$ cat src/rtl/icu_pkg.sv
// rtl/icu_pkg.sv - shared types and constants for the interrupt sequencer
package icu_pkg;

    localparam int VEC_W   = 8;
    localparam int LVL_W   = 3;
    localparam int DEPTH_W = 3;

    localparam logic [1:0] ICU_EOI_ADDR = 2'b01;

    typedef enum logic [2:0] {
        ST_IDLE,
        ST_WAIT_BND,
        ST_ACK,
        ST_DISPATCH,
        ST_EOI
    } state_e;

    function automatic logic [7:0] lvl_onehot(input logic [LVL_W-1:0] lvl);
        return 8'(1) << lvl;
    endfunction

endpackage

$ cat src/rtl/nest_stack.sv
// rtl/nest_stack.sv - LIFO of in-service priority levels
module nest_stack
    import icu_pkg::*;
#(
    parameter int MAX_NEST = 4
) (
    input  logic               i_clk,
    input  logic               i_rst_n,
    input  logic               i_push,
    input  logic [LVL_W-1:0]   i_push_lvl,
    input  logic               i_pop,
    output logic [LVL_W-1:0]   o_top,
    output logic [DEPTH_W-1:0] o_depth
);

    localparam int AW = (MAX_NEST > 1) ? $clog2(MAX_NEST) : 1;

    logic [LVL_W-1:0]   stack_q [MAX_NEST];
    logic [DEPTH_W-1:0] depth_q;
    logic [AW-1:0]      wr_idx;
    logic [AW-1:0]      top_idx;
    logic               full;
    logic               empty;

    assign full    = (depth_q == DEPTH_W'(MAX_NEST));
    assign empty   = (depth_q == '0);
    assign wr_idx  = AW'(depth_q);
    assign top_idx = AW'(depth_q - 1'b1);

    always_ff @(posedge i_clk) begin
        if (!i_rst_n) begin
            depth_q <= '0;
            for (int i = 0; i < MAX_NEST; i++) begin
                stack_q[i] <= '0;
            end
        end else if (i_push && !full) begin
            stack_q[wr_idx] <= i_push_lvl;
            depth_q         <= depth_q + 1'b1;
        end else if (i_pop && !empty) begin
            depth_q <= depth_q - 1'b1;
        end
    end

    assign o_top   = empty ? '0 : stack_q[top_idx];
    assign o_depth = depth_q;

endmodule

$ cat src/rtl/int_seq_ctrl.sv
// rtl/int_seq_ctrl.sv - interrupt acknowledge, vector dispatch and EOI sequencer
module int_seq_ctrl
    import icu_pkg::*;
#(
    parameter logic [31:0] VEC_BASE    = 32'h0000_0100,
    parameter int          INTA_CYCLES = 2,
    parameter int          MAX_NEST    = 4,
    parameter logic [1:0]  EOI_ADDR    = ICU_EOI_ADDR
) (
    input  logic               i_clk,
    input  logic               i_rst_n,
    input  logic               i_intr,
    input  logic [VEC_W-1:0]   i_vector,
    output logic               o_inta,
    output logic               o_icu_cs,
    output logic               o_icu_we,
    output logic [1:0]         o_icu_addr,
    output logic [7:0]         o_icu_data,
    input  logic               i_cpu_cs,
    input  logic               i_cpu_we,
    input  logic [1:0]         i_cpu_addr,
    input  logic [7:0]         i_cpu_data,
    output logic               o_cpu_stall,
    input  logic               i_ie,
    input  logic               i_instr_done,
    input  logic               i_iret,
    output logic               o_int_req,
    output logic               o_vec_valid,
    input  logic               i_vec_ready,
    output logic [31:0]        o_handler_addr,
    output logic [DEPTH_W-1:0] o_nest_depth,
    output logic               o_nest_err
);

    state_e             state_q, state_d;
    logic [1:0]         cnt_q, cnt_d;
    logic [LVL_W-1:0]   lvl_q, lvl_d;
    logic [31:0]        handler_q, handler_d;
    logic               pend_q, pend_d;
    logic               err_q, err_d;

    logic               push;
    logic               pop;
    logic [LVL_W-1:0]   top_lvl;
    logic [DEPTH_W-1:0] depth;
    logic               irq_ok;
    logic               below_max;
    logic               ack_last;

    assign irq_ok    = i_intr & i_ie;
    assign below_max = (depth < DEPTH_W'(MAX_NEST));
    assign ack_last  = (cnt_q == 2'(INTA_CYCLES - 1));

    nest_stack #(
        .MAX_NEST (MAX_NEST)
    ) u_stack (
        .i_clk      (i_clk),
        .i_rst_n    (i_rst_n),
        .i_push     (push),
        .i_push_lvl (lvl_q),
        .i_pop      (pop),
        .o_top      (top_lvl),
        .o_depth    (depth)
    );

    always_ff @(posedge i_clk) begin
        if (!i_rst_n) begin
            state_q   <= ST_IDLE;
            cnt_q     <= '0;
            lvl_q     <= '0;
            handler_q <= '0;
            pend_q    <= 1'b0;
            err_q     <= 1'b0;
        end else begin
            state_q   <= state_d;
            cnt_q     <= cnt_d;
            lvl_q     <= lvl_d;
            handler_q <= handler_d;
            pend_q    <= pend_d;
            err_q     <= err_d;
        end
    end

    always_comb begin
        state_d     = state_q;
        cnt_d       = cnt_q;
        lvl_d       = lvl_q;
        handler_d   = handler_q;
        push        = 1'b0;
        pop         = 1'b0;
        o_inta      = 1'b0;
        o_int_req   = 1'b0;
        o_vec_valid = 1'b0;
        o_icu_cs    = i_cpu_cs;
        o_icu_we    = i_cpu_we;
        o_icu_addr  = i_cpu_addr;
        o_icu_data  = i_cpu_data;
        o_cpu_stall = 1'b0;

        case (state_q)
            ST_IDLE: begin
                // a pending EOI waits for a free ICU bus but beats new requests
                if (pend_q && !i_cpu_cs) begin
                    state_d = ST_EOI;
                end else if (irq_ok && below_max) begin
                    state_d = ST_WAIT_BND;
                end
            end
            ST_WAIT_BND: begin
                o_int_req = 1'b1;
                if (i_instr_done) begin
                    state_d = irq_ok ? ST_ACK : ST_IDLE;
                    cnt_d   = '0;
                end else if (!irq_ok) begin
                    state_d = ST_IDLE;
                end
            end
            ST_ACK: begin
                o_inta      = 1'b1;
                o_icu_cs    = 1'b0;
                o_icu_we    = 1'b0;
                o_icu_addr  = '0;
                o_icu_data  = '0;
                o_cpu_stall = i_cpu_cs;
                if (ack_last) begin
                    lvl_d     = i_vector[LVL_W-1:0];
                    handler_d = VEC_BASE + {22'b0, i_vector, 2'b00};
                    state_d   = ST_DISPATCH;
                end else begin
                    cnt_d = cnt_q + 1'b1;
                end
            end
            ST_DISPATCH: begin
                o_vec_valid = 1'b1;
                if (i_vec_ready) begin
                    push    = 1'b1;
                    state_d = ST_IDLE;
                end
            end
            ST_EOI: begin
                o_icu_cs    = 1'b1;
                o_icu_we    = 1'b1;
                o_icu_addr  = EOI_ADDR;
                o_icu_data  = lvl_onehot(top_lvl);
                o_cpu_stall = i_cpu_cs;
                pop         = 1'b1;
                state_d     = ST_IDLE;
            end
            default: state_d = ST_IDLE;
        endcase

        pend_d = pend_q;
        err_d  = err_q;
        if (state_q == ST_EOI) begin
            pend_d = 1'b0;
        end
        // a same-cycle push counts as depth, so its EOI pops the new level
        if (i_iret) begin
            if (pend_q || (depth == '0 && !push)) begin
                err_d = 1'b1;
            end else begin
                pend_d = 1'b1;
            end
        end
    end

    assign o_handler_addr = handler_q;
    assign o_nest_depth   = depth;
    assign o_nest_err     = err_q;

endmodule

$ cat config.mk
export PLATFORM = sky130hd
export DESIGN_NAME = int_seq_ctrl
export DESIGN_NICKNAME = d
export VERILOG_FILES = /design/src/rtl/icu_pkg.sv /design/src/rtl/nest_stack.sv /design/src/rtl/int_seq_ctrl.sv
export SDC_FILE = /design/constraint.sdc
export NUM_CORES = 1
export LEC_CHECK = 0
export BUFFER_PORTS_ARGS = -buffer_cell sky130_fd_sc_hd__buf_2
export CORE_MARGIN = 1.5
export CORE_UTILIZATION = 35
export CTS_BUF_LIST = sky130_fd_sc_hd__clkbuf_2
export DETAILED_ROUTE_END_ITERATION = 16
export SLEW_MARGIN = 20
export SYNTH_ARGS = -nofsm -noshare
export SYNTH_HDL_FRONTEND = slang
export SYNTH_SLANG_ARGS = --single-unit
$ cat constraint.sdc
create_clock -name i_clk -period 2.2 [get_ports i_clk]
set_clock_uncertainty 0.15 [all_clocks]
set_input_delay 0.11 -clock i_clk [delete_from_list [all_inputs] [get_ports i_clk]]
set_output_delay 0.11 -clock i_clk [all_outputs]
set_load 0.01 [all_outputs]
Word-level counts from Yosys, hierarchy flattened --
Memories as Yosys holds them, arrays and structs flattened. Index checks and enable logic that the tools add are counted.
Cells by class: shift operators 1, order comparisons 1, reductions and logical operators 20, bitwise logic cells 1, mux-type cells 35, $add $sub $neg 4, equality and inequality tests 12
Operators by type and width (count):
- $mux 3 | 10
- $pmux 8 s2 | 1
- $mux 1 | 15
- $pmux 3 s4 | 1
- $add 9x10->11 const A | 1
- $mux 2 | 4
- $ne 2x2->1 const B | 4
- $pmux 2 s2 | 2
- $shl 1x3->8 const A | 1
- $eq 3x2->1 const B | 2
- $eq 3x3->1 const B | 2
- $logic_not 3->1 | 2
- $ne 3x3->1 const B | 2
- $logic_and 1x1->1 | 5
- $logic_not 1->1 | 4
- $pmux 1 s2 | 2
- $reduce_and 2->1 | 2
- $reduce_and 4->1 | 1
- $reduce_bool 2->1 | 2
- $add 3x1->3 const B | 1
- $eq 3x1->1 const B | 1
- $lt 3x3->1 const B | 1
- $reduce_and 3->1 | 1
- $reduce_or 3->1 | 1
- 6 further kinds | 6
Storage, ports and cells: output and inout port bits 52, bits in registers 45, input bits 27, RAM bits 12, word-level logic and storage cells 82, memories 1
Memories:
- u_stack.stack_q | words 4, bits a word 3, rd ports 1, clocked after Yosys merged registers in 0, write ports 4, RTL line nest_stack.sv:18 | logic [LVL_W-1:0] stack_q [MAX_NEST];

Depth between registers and ports, before layout --
Gate-level depths: netlist of run 1.
depth in word-level cells 8, depth in mapped cells 7, depth with buffers taken out 6

Hierarchy --
From an unflattened synthesis of run 1, not the netlist that was laid out.
Second synthesis, totals: cells, all modules 196, area, all modules 2054.5 um2
Modules (own cells, without submodules):
- int_seq_ctrl | seq. area each 320.3 um2, area an instance 1138.6 um2, instances 1, cells each 125
- nest_stack | seq. area each 420.4 um2, area an instance 915.9 um2, instances 1, cells each 71

Least setup slack after synthesis of run 1 --
OpenSTA, ideal clock, no wires.
path kind flip-flop to output port, start register u_stack.depth_q[0], in the netlist u_stack.o_depth[0], end output o_icu_data[1], buffers on the path 1, stages on the path, launching flop included 7, arrival 1.878 ns, required time 1.940 ns, slack 0.062 ns, cells stage by stage dfxtp_1 buf_6 inv_1 ha_1 mux4_2 or2_0 o21ai_0
On the way: longest elaborated chain between the ends 5, elaborated cells between the ends (all ways) 6, classes of those cells 1 x add/sub; 1 x shift; 2 x mux; 1 x reduce/logical; 1 x memory
RTL lines:
- start, declared | RTL line nest_stack.sv:19 | logic [DEPTH_W-1:0] depth_q;
- start signal, assigned | RTL line nest_stack.sv:38 | depth_q <= depth_q + 1'b1;
- start signal, assigned | RTL line nest_stack.sv:40 | depth_q <= depth_q - 1'b1;
- $sub 3x1->3 | RTL line nest_stack.sv:28 | assign top_idx = AW'(depth_q - 1'b1);
- $mem_v2 4x3
- $mux 3 (*) | RTL line nest_stack.sv:44 | assign o_top = empty ? '0 : stack_q[top_idx];
- $shl 1x3->8 (*) | RTL line icu_pkg.sv:19 | return 8'(1) << lvl;
- $pmux 8 s2 (*) | RTL line int_seq_ctrl.sv:100 | case (state_q)
- end, declared | RTL line int_seq_ctrl.sv:18 | output logic [7:0] o_icu_data,
Mark *: on every way between the ends. The rest lies on a longest branch, timed or not.

Final worst setup path of run 1 --
start register u_stack.depth_q[0], in the netlist u_stack.o_depth[0], end output o_icu_data[0]
Same word-level chain as after synthesis.

==> results of run 1 <==
timing repair:
item | CTS | global route
endpoints found under the setup margin | 8 | 9
cloned | 0 | 0
buffers inserted | 4 | 3
pin swaps | 4 | 6
resized for setup | 9 | 12
endpoints found under the hold margin | 14 | 0
hold buffers | 13 | 0
cells in the final DEF, fill, tap and decap left out, types with 4 or more instances in the layout:
cell type and count:
clkbuf_2 6, nor2_1 11, nand2_1 32, dfxtp_1 17
edfxtp_1 12, a21boi_0 9, dlygate4sd3_1 13, nand2b_1 5
conb_1 23, ha_1 4, nor2b_1 4, buf_2 54
a21oi_1 4, and3_1 15, buf_4 16, inv_1 5
o21ai_0 8
kinds of logic after synthesis:
group | after synthesis | synth area share
xor gates and xnor gates | 1 | 0.00455
DFF | 31 | 0.385
muxes | 4 | 0.0423
adders and majority gates | 5 | 0.0325
buffers and inverters | 43 | 0.138
and+or+nand+nor | 88 | 0.246
other | 1 | 0.00195
AOI/OAI and AO/OA | 40 | 0.150
cells in the mapped netlist, types with 2 or more instances:
cell type	instances
a211oi_1	3
a21boi_0	9
a21oi_1	4
a32o_1	3
and2_1	4
and3_1	15
and4_1	3
buf_2	3
buf_4	25
clkbuf_1	5
dfxtp_1	19
edfxtp_1	12
ha_1	5
inv_1	9
mux4_2	2
nand2_1	33
nand2b_1	5
nand3b_1	3
nor2_1	12
nor2b_1	4
o21ai_0	9
o31ai_1	4
or3_1	2
routing by layer:
| metal | vias up | track usage | share of wire |
|---|---|---|---|
| li1 | 855 | - | - |
| met1 | 779 | 0.189 | 0.45 |
| met3 | 4 | 0.0417 | 0.059 |
| met2 | 61 | 0.249 | 0.48 |
| met4 | 0 | 0.0382 | 0.0078 |
| met5 | - | 0 | 0 |
power by group through the flow:
| stage | clock (mW) | sequential (mW) | combinational (mW) |
|---|---|---|---|
| 2_1_floorplan | 0 | 0.624 | 0.109 |
| 3_3_place_gp | 0 | 0.624 | 0.131 |
| 3_5_place_dp | 0 | 0.624 | 0.132 |
| 4_1_cts | 0.274 | 0.612 | 0.152 |
| 5_1_grt | 0.302 | 0.613 | 0.173 |
| 6_report | 0.264 | 0.612 | 0.157 |
sequential cells by signal, summed over array words and instances, names as in the netlist:
name	count
cnt_q	2
u_stack.o_depth	3
o_nest_err	1
o_handler_addr	7
u_stack.stack_q	12
state_q	3
lvl_q	2
pend_q	1
worst max-delay path, stage by stage, from the launching register on:
cell,delay (ns)
dfxtp_2,0.37
inv_2,0.05
ha_4,0.28
mux4_2,0.30
or2_1,0.25
o21ai_1,0.13
a22o_2,0.16
buf_6,0.09
final timing paths:
path / to / slack (ns)
setup / recovery: o_icu_data[0] / -0.05
hold / removal: o_handler_addr[8] / 0.05
setup reg to reg: state_q[1] / 0.23
hold reg to reg: o_handler_addr[9] / 0.32
cell type report:
class                   count  area share
flip-flops and latches     31       0.299
repair buffers             85       0.219
clock buffers               6      0.0121
clock inverters             2     0.00302
multi-input cells         161       0.417
well taps                  70      0.0352
inverters                   9      0.0146
==> run metrics, run 1 <==
status finished, violations left; failing checks negative setup slack; die area around 6000 sq um; fin cells approximately 360; fmax around 440 MHz; GRT Resource Usage Total 0.149; Area Growth Syn to Fin 29.1%; Crit path required time 1.94 ns; Vias/cell ~4.7; leakage power 1.17 nW; largest cells by area after synthesis dfxtp_1 (20%), edfxtp_1 (19%), buf_4 (9.8%); row count 26; I/O Buffers 55; Slew Limit Fails 0; Inst Count DP ~340; ant diodes 0; Detailed Route Iter0 Violations 90; drt drc 0; WL per Instance about 12 um; post-synth top area share 0.198; Worst setup startpoint u_stack.o_depth[0]; flops & latches, synth 31; GPL Wtd Cong around 0.74; Finished Cell Area 2480 sq um; Final WS setup -0.0479 ns; Tmin final between 2 and 2.5 ns; setup_tns -0.0479 ns; Yosys top cell by area dfxtp_1; Num CTS Buffers 5; EDFF count, synth 12; Distinct cells, synth 43; nets 325; drt first pass iters 4; Clk Latency, worst-skew pair approximately 0.35 ns; startpoint types flip-flop; worst reg2reg path depth 6; Flop pwr share 0.592; ys flop type dfxtp_1; total power 1.03 mW; Post-DP HPWL just over 3 mm; net switching power approximately 0.28 mW; Int Pwr 0.756 mW; Mapped Avg Cell Area roughly 9.0 sq um; Synth Warn # 0; CTS Buffer Depth 2; gr ovfl total 0; RSZ-0062 raised after global routing true; Fin Hold WS between 0.05 and 0.06 ns; Post-Syn Instances between 200 and 250; reg-to-reg startpoint state_q[0]; I/O pins 79; kind of end point of the critical path output pin; worst-path maximum fanout 4; Root Buffer clkbuf_2; Arr. time, crit path ~2 ns; core footprint 5200 sq um; register area about 740 sq um; H-tree levels 2; post-route ant nets 0; initial antenna violation count 0; Hold WC Path Type input pin to flip-flop; sequential fraction of the synthesis area 0.385; final period utilization 1.02; vias between 1.5k and 2k; Worst-path clk slew approximately 0.15 ns; number of global-route vias before repair about 1.6k; Fillers just over 500; critical path type flip-flop to output pin; mapped cell area 1920 sq um; hold path depth 2; asr flop ratio synth 0; DP Worst Slack ~0.17 ns; largest net degree at the start of global routing 30; final hold violation count 0; Die H about 77 um; Comb pwr share 0.152; CTS tree built; area of the multi-input gates ~1000 sq um; Core Util, Final 0.477; first-pass GRT wire length 7.18 mm; final setup vio count 1; area post-placement 2210 sq um; maxcap violations 0; DIE WIDTH 77.2 um; layout cells sized above 1 0.337; WL final approximately 4.4 mm; switching power share of the total 0.268; Pwr Density 416 nW/um^2; clk sinks 31; min-delay src i_rst_n; Clk pwr share 0.256; Initial Util 0.370; Max VDD drop around 310 uV
No activity file was read; power rests on OpenSTA's default activity.
==> run 2, diff against run 1 <==
Settings changed: CORE_MARGIN 1.5 to 2, PLACE_DENSITY_LB_ADDON set to 0.25.
==> run 2 against run 1 <==
  * Cell count decreased by 0.82%
  * Die area rose by 2.6%
  * Global-route usage decreased by 0.55 points
  * Combinational power barely moved
  * Non-clock buffer count decreased by 3
  * The flow still finishes with violations (negative setup slack)
  * Flip-flop and latch count did not move
  * Worst setup slack lost 0.021 ns
  * Largest power group unchanged
  * Highest routed layer unchanged
  * Via count decreased by 2.8%
  * Sequential share of layout area hardly changed
  * Count of clock-buffer cells in the layout decreased by 1
==> run metrics, run 2 (synthesis gave the netlist of run 1 again) <==
Worst setup startpoint u_stack.o_depth[0] (unchanged); Inst Count DP 336 (unchanged); Hold WC Path Type input pin to flip-flop (unchanged); kind of end point of the critical path output pin (unchanged); hold path depth 5 (was 2); fin cells 361 (was 364); Vias/cell 4.58 (was 4.67); final setup vio count 4 (was 1); die area 6110 sq um (was 5950 sq um); RSZ-0062 raised after global routing true (unchanged); worst reg2reg path depth 5 (was 6); final hold violation count 0 (unchanged); max reg flops 12 (unchanged); leakage power 1.16 nW (was 1.17 nW); critical path type flip-flop to output pin (unchanged); core footprint 5200 sq um (unchanged); status finished, violations left (unchanged); nets 322 (was 325); Biggest register u_stack.stack_q (unchanged); met3 routed wirelength 315 um (was 259 um); GRT Resource Usage Total 0.144 (was 0.149); WP depth 7 (unchanged); DIE WIDTH 78.2 um (was 77.2 um); Die H 78.2 um (was 77.2 um); failing checks negative setup slack (unchanged); Max VDD drop 354 uV (was 314 uV); Core Util, Final 0.478 (was 0.477); largest net degree at the start of global routing 30 (unchanged); Clk Latency, worst-skew pair 0.37 ns (was 0.35 ns); initial antenna violation count 0 (unchanged); CP endpoint o_icu_data[0] (unchanged); WL per Instance 11.9 um (was 12.0 um); Area Growth Syn to Fin 29.3% (was 29.1%); Slew Limit Fails 0 (unchanged); Arr. time, crit path 2.01 ns (was 1.99 ns); row count 26 (unchanged); Root Buffer clkbuf_2 (unchanged); Met2 Wirelength 2.02 mm (was 2.09 mm); layout cells sized above 1 0.340 (was 0.337); Detailed Route Iter0 Violations 52 (was 90); reg-to-reg startpoint state_q[0] (unchanged); WP buf/inv 2 (unchanged); Final WS setup -0.0693 ns (was -0.0479 ns); DP Worst Slack 0.158 ns (was 0.171 ns); H-tree levels 2 (unchanged); ant diodes 0 (unchanged); Post-DP HPWL 2.98 mm (was 3.07 mm); I/O Buffers 55 (unchanged); drt first pass iters 4 (unchanged); number of global-route vias before repair 1543 (was 1575); reg-to-reg critical path endpoint u_stack.stack_q[2][0] (was state_q[1]); Met1 Wirelength 1.91 mm (was 1.98 mm); post-route ant nets 0 (unchanged); cell family with most CP delay flip-flops (unchanged); drt drc 0 (unchanged); worst path cell trace inv_2 > ha_4 > mux4_2 > or2_4 > o21ai_2 > a22o_2 > buf_6 (was inv_2 > ha_4 > mux4_2 > or2_1 > o21ai_1 > a22o_2 > buf_6); CTS Buffer Depth 2 (unchanged); GPL Wtd Cong 0.781 (was 0.740); Num CTS Buffers 5 (unchanged); clk sinks 31 (unchanged); fmax 441 MHz (was 445 MHz); final period utilization 1.03 (was 1.02); Pwr Density 464 nW/um^2 (was 416 nW/um^2); startpoint types flip-flop (unchanged); Initial Util 0.370 (unchanged); CTS tree built (unchanged); Crit path required time 1.94 ns (about the same); slowest CP cell dfxtp_2 (unchanged); gr ovfl total 0 (unchanged); WL final 4.31 mm (was 4.36 mm); Worst-path clk slew 0.17 ns (was 0.15 ns); worst-path maximum fanout 4 (unchanged); I/O pins 79 (unchanged); maxcap violations 0 (unchanged); slowest stage delay, CP 0.38 ns (was 0.37 ns); most frequent cells in the layout buf_2 (54), nand2_1 (33), conb_1 (23) (was buf_2 (54), nand2_1 (32), conb_1 (23)); setup_tns -0.147 ns (was -0.0479 ns); Tmin final 2.27 ns (was 2.25 ns); first-pass GRT wire length 7.09 mm (was 7.18 mm); most common cell after layout, fill and taps aside buf_2 (unchanged); FF-to-FF setup slack 0.44 ns (was 0.23 ns); total power 1.15 mW (was 1.03 mW); vias 1652 (was 1699); Highest Signal Layer met4 (unchanged)
-- run 2: cell type report --
type	count	area [sq um]
Clock inverter	3	38.8
Clock buffer	5	25.0
Timing Repair Buffer	82	518
Tap cell	70	87.6
Inverter	9	33.8
Fill cell	530	2720
Multi-Input combinational cell	161	1040
Sequential cell	31	743
-- run 2: per-layer routing --
| layer | vias to the layer above | GRT usage |
|---|---|---|
| li1 | 851 | - |
| met1 | 729 | 0.182 |
| met3 | 7 | 0.0253 |
| met5 | - | 0 |
| met4 | 0 | 0.0579 |
| met2 | 65 | 0.243 |
-- run 2: power by group --
part | leakage (nW) | switching, mW | internal, mW
clock network | 0.0404 | 0.198 | 0.187
registers | 0.278 | 0.00600 | 0.606
logic | 0.841 | 0.0829 | 0.0740
total | 1.16 | 0.287 | 0.867
-- run 2: how the worst min path moves through the flow --
stage / from / end / slack, ns
2_1_floorplan: i_vector[0] / lvl_q[0] / 0.10
3_3_place_gp: i_vector[2] / o_handler_addr[4] / 0.21
3_5_place_dp: i_vector[3] / o_handler_addr[5] / 0.22
4_1_cts: i_ie / state_q[1] / 0.01
5_1_grt: i_rst_n / o_handler_addr[8] / 0.04
6_report: i_ie / state_q[1] / 0.02
-- run 2: stage by stage --
stage,hold WS (ns),instance area [sq um]
after floorplan,0.105,2010
after global placement,0.214,2210
after detailed placement,0.222,2210
after CTS,0.0104,2460
after global routing,0.0435,2490
final,0.0246,2490
-- run 2: worst min-delay path: cells and delay by family --
kind                   cells  cell delay [ns]
AND/OR/NAND/NOR            2             0.15
AO/OA/AOI/OAI              2             0.14
buffers and inverters      1             0.09
-- run 2: what timing repair did --
action / 4_1_cts / 5_1_grt
pin swaps: 4 / 3
setup endpoints to repair: 8 / 8
hold endpoints to repair: 14 / 0
buffers inserted: 5 / 0
resized for setup: 10 / 10
hold buffers: 12 / 0
==> run 3, diff against run 2 <==
Settings changed: CTS_BUF_LIST sky130_fd_sc_hd__clkbuf_2 to sky130_fd_sc_hd__clkbuf_2 sky130_fd_sc_hd__clkbuf_4 sky130_fd_sc_hd__clkbuf_8.
==> run 3 against run 2 <==
  * The run now ends clean
  * Largest power group unchanged
  * Design area down 1.4%
  * Sequential power hardly changed
  * Cell count is 1.9% lower
  * Clock power increased by 42%
  * Highest routed layer unchanged
  * Critical path type unchanged
==> run metrics, run 3 (synthesis gave the netlist of run 1 again) <==
Die H 78.2 um (unchanged); Clk Latency, worst-skew pair 0.29 ns (was 0.37 ns); area post-placement 2210 sq um (unchanged); initial antenna violation count 0 (unchanged); Area Growth Syn to Fin 27.4% (was 29.3%); Max VDD drop 351 uV (was 354 uV); Num CTS Buffers 5 (unchanged); largest net degree at the start of global routing 30 (unchanged); DP Worst Slack 0.158 ns (unchanged); DIE WIDTH 78.2 um (unchanged); Finished Cell Area 2450 sq um (was 2490 sq um); ant diodes 0 (unchanged); GRT Resource Usage Total 0.143 (was 0.144); I/O Buffers 55 (unchanged); RSZ-0062 raised after global routing true (unchanged); setup_tns 0 ns (was -0.147 ns); Post-DP HPWL 2.98 mm (unchanged); Initial Util 0.370 (unchanged); maxcap violations 0 (unchanged); number of global-route vias before repair 1483 (was 1543); Flop pwr share 0.468 (was 0.530); Final WS setup 0.0193 ns (was -0.0693 ns); row count 26 (unchanged); nets 315 (was 322); status finished clean (was finished, violations left); gr ovfl total 0 (unchanged); first-pass GRT wire length 6.98 mm (was 7.09 mm); final hold violation count 0 (unchanged); CTS tree built (unchanged); Tmin final 2.18 ns (was 2.27 ns); WL per Instance 12.1 um (was 11.9 um); vias 1635 (was 1652); kind of end point of the critical path output pin (unchanged); Worst-path clk slew 0.07 ns (was 0.17 ns); switching power share of the total 0.231 (was 0.248); final period utilization 0.991 (was 1.03); drt first pass iters 4 (unchanged); GPL Wtd Cong 0.781 (unchanged); worst path cell trace inv_2 > ha_4 > mux4_2 > or2_4 > o21ai_2 > a22o_2 > buf_6 (unchanged); most common cell after layout, fill and taps aside buf_2 (unchanged); critical path type flip-flop to output pin (unchanged); post-route ant nets 0 (unchanged); Clk pwr share 0.418 (was 0.334); layout cells sized above 1 0.324 (was 0.340); Biggest register u_stack.stack_q (unchanged); WP buf/inv 2 (unchanged); clk sinks 31 (unchanged); Fin Hold WS 0.0414 ns (was 0.0246 ns); Fillers 542 (was 530); startpoint types flip-flop (unchanged); Pwr Density 533 nW/um^2 (was 464 nW/um^2); I/O pins 79 (unchanged); slowest stage delay, CP 0.35 ns (was 0.38 ns); Comb pwr share 0.114 (was 0.136); die area 6110 sq um (unchanged); final setup vio count 0 (was 4); Root Buffer clkbuf_8 (was clkbuf_2); Slew Limit Fails 0 (unchanged); fmax 459 MHz (was 441 MHz); drt drc 0 (unchanged); Detailed Route Iter0 Violations 68 (was 52); core footprint 5200 sq um (unchanged); max reg flops 12 (unchanged); Hold WC Path Type input pin to flip-flop (unchanged); WL final 4.29 mm (was 4.31 mm); Int Pwr 1.01 mW (was 0.867 mW); CTS Buffer Depth 2 (unchanged); cell family with most CP delay flip-flops (unchanged); net switching power 0.302 mW (was 0.287 mW); H-tree levels 2 (unchanged); Crit path required time 1.94 ns (about the same); Core Util, Final 0.471 (was 0.478); slowest CP cell dfxtp_2 (unchanged); Arr. time, crit path 1.92 ns (was 2.01 ns); Vias/cell 4.62 (was 4.58); worst-path maximum fanout 6 (was 4); leakage power 1.14 nW (was 1.16 nW); most frequent cells in the layout buf_2 (54), nand2_1 (33), conb_1 (23) (unchanged)
## run 3: final cells by class
type,count,area [sq um],share of cell area
multi-input combinational,161,1020,0.418
sequential,31,743,0.303
timing repair buffer,75,455,0.186
tap,70,87.6,0.0357
clock buffer,5,68.8,0.0281
clock inverter,3,38.8,0.0158
inverter,9,33.8,0.0138
## run 3: final timing paths
check	slack [ns]	from	end	cells after the start
hold reg to reg	0.31	o_handler_addr[5]	o_handler_addr[5]	2
setup / recovery	0.02	u_stack.o_depth[0]	o_icu_data[0]	7
hold / removal	0.04	i_vec_ready	state_q[1]	4
setup reg to reg	0.47	state_q[2]	u_stack.stack_q[2][0]	5
## run 3: worst reg2reg max path, stage by stage (launching register included)
cell	delay, ns
dfxtp_1	0.34
nand4b_1	0.22
a21oi_1	0.20
buf_4	0.20
and2_1	0.28
and4_1	0.22
## run 3: per-stage QoR
step / instances / total power, mW
after floorplan: 235 / 0.732
after global placement: 336 / 0.755
after detailed placement: 336 / 0.756
after CTS: 354 / 1.31
after global routing: 354 / 1.36
final: 354 / 1.31
## run 3: power by group through the flow
stage / clock network [mW] / registers [mW] / logic [mW]
floorplan: 0 / 0.624 / 0.109
global placement: 0 / 0.624 / 0.131
detailed placement: 0 / 0.624 / 0.132
CTS: 0.556 / 0.611 / 0.145
global route: 0.585 / 0.612 / 0.166
finish: 0.547 / 0.611 / 0.150
## run 3: timing repair
item | 4_1_cts | 5_1_grt
hold buffers | 8 | 0
pin swaps | 0 | 3
setup buffers | 2 | 0
gates resized for setup | 3 | 12
gates cloned | 0 | 0
hold endpoints to repair | 9 | 0
setup endpoints to repair | 5 | 7
## run 3: metal layers
metal  global-route usage  up-vias  routed length (um)
met5                    0        -                   0
met4               0.0579        0                  63
met3               0.0356        7                 294
met2                0.237       66                2000
met1                0.178      729                1920
li1                     -      833                   -
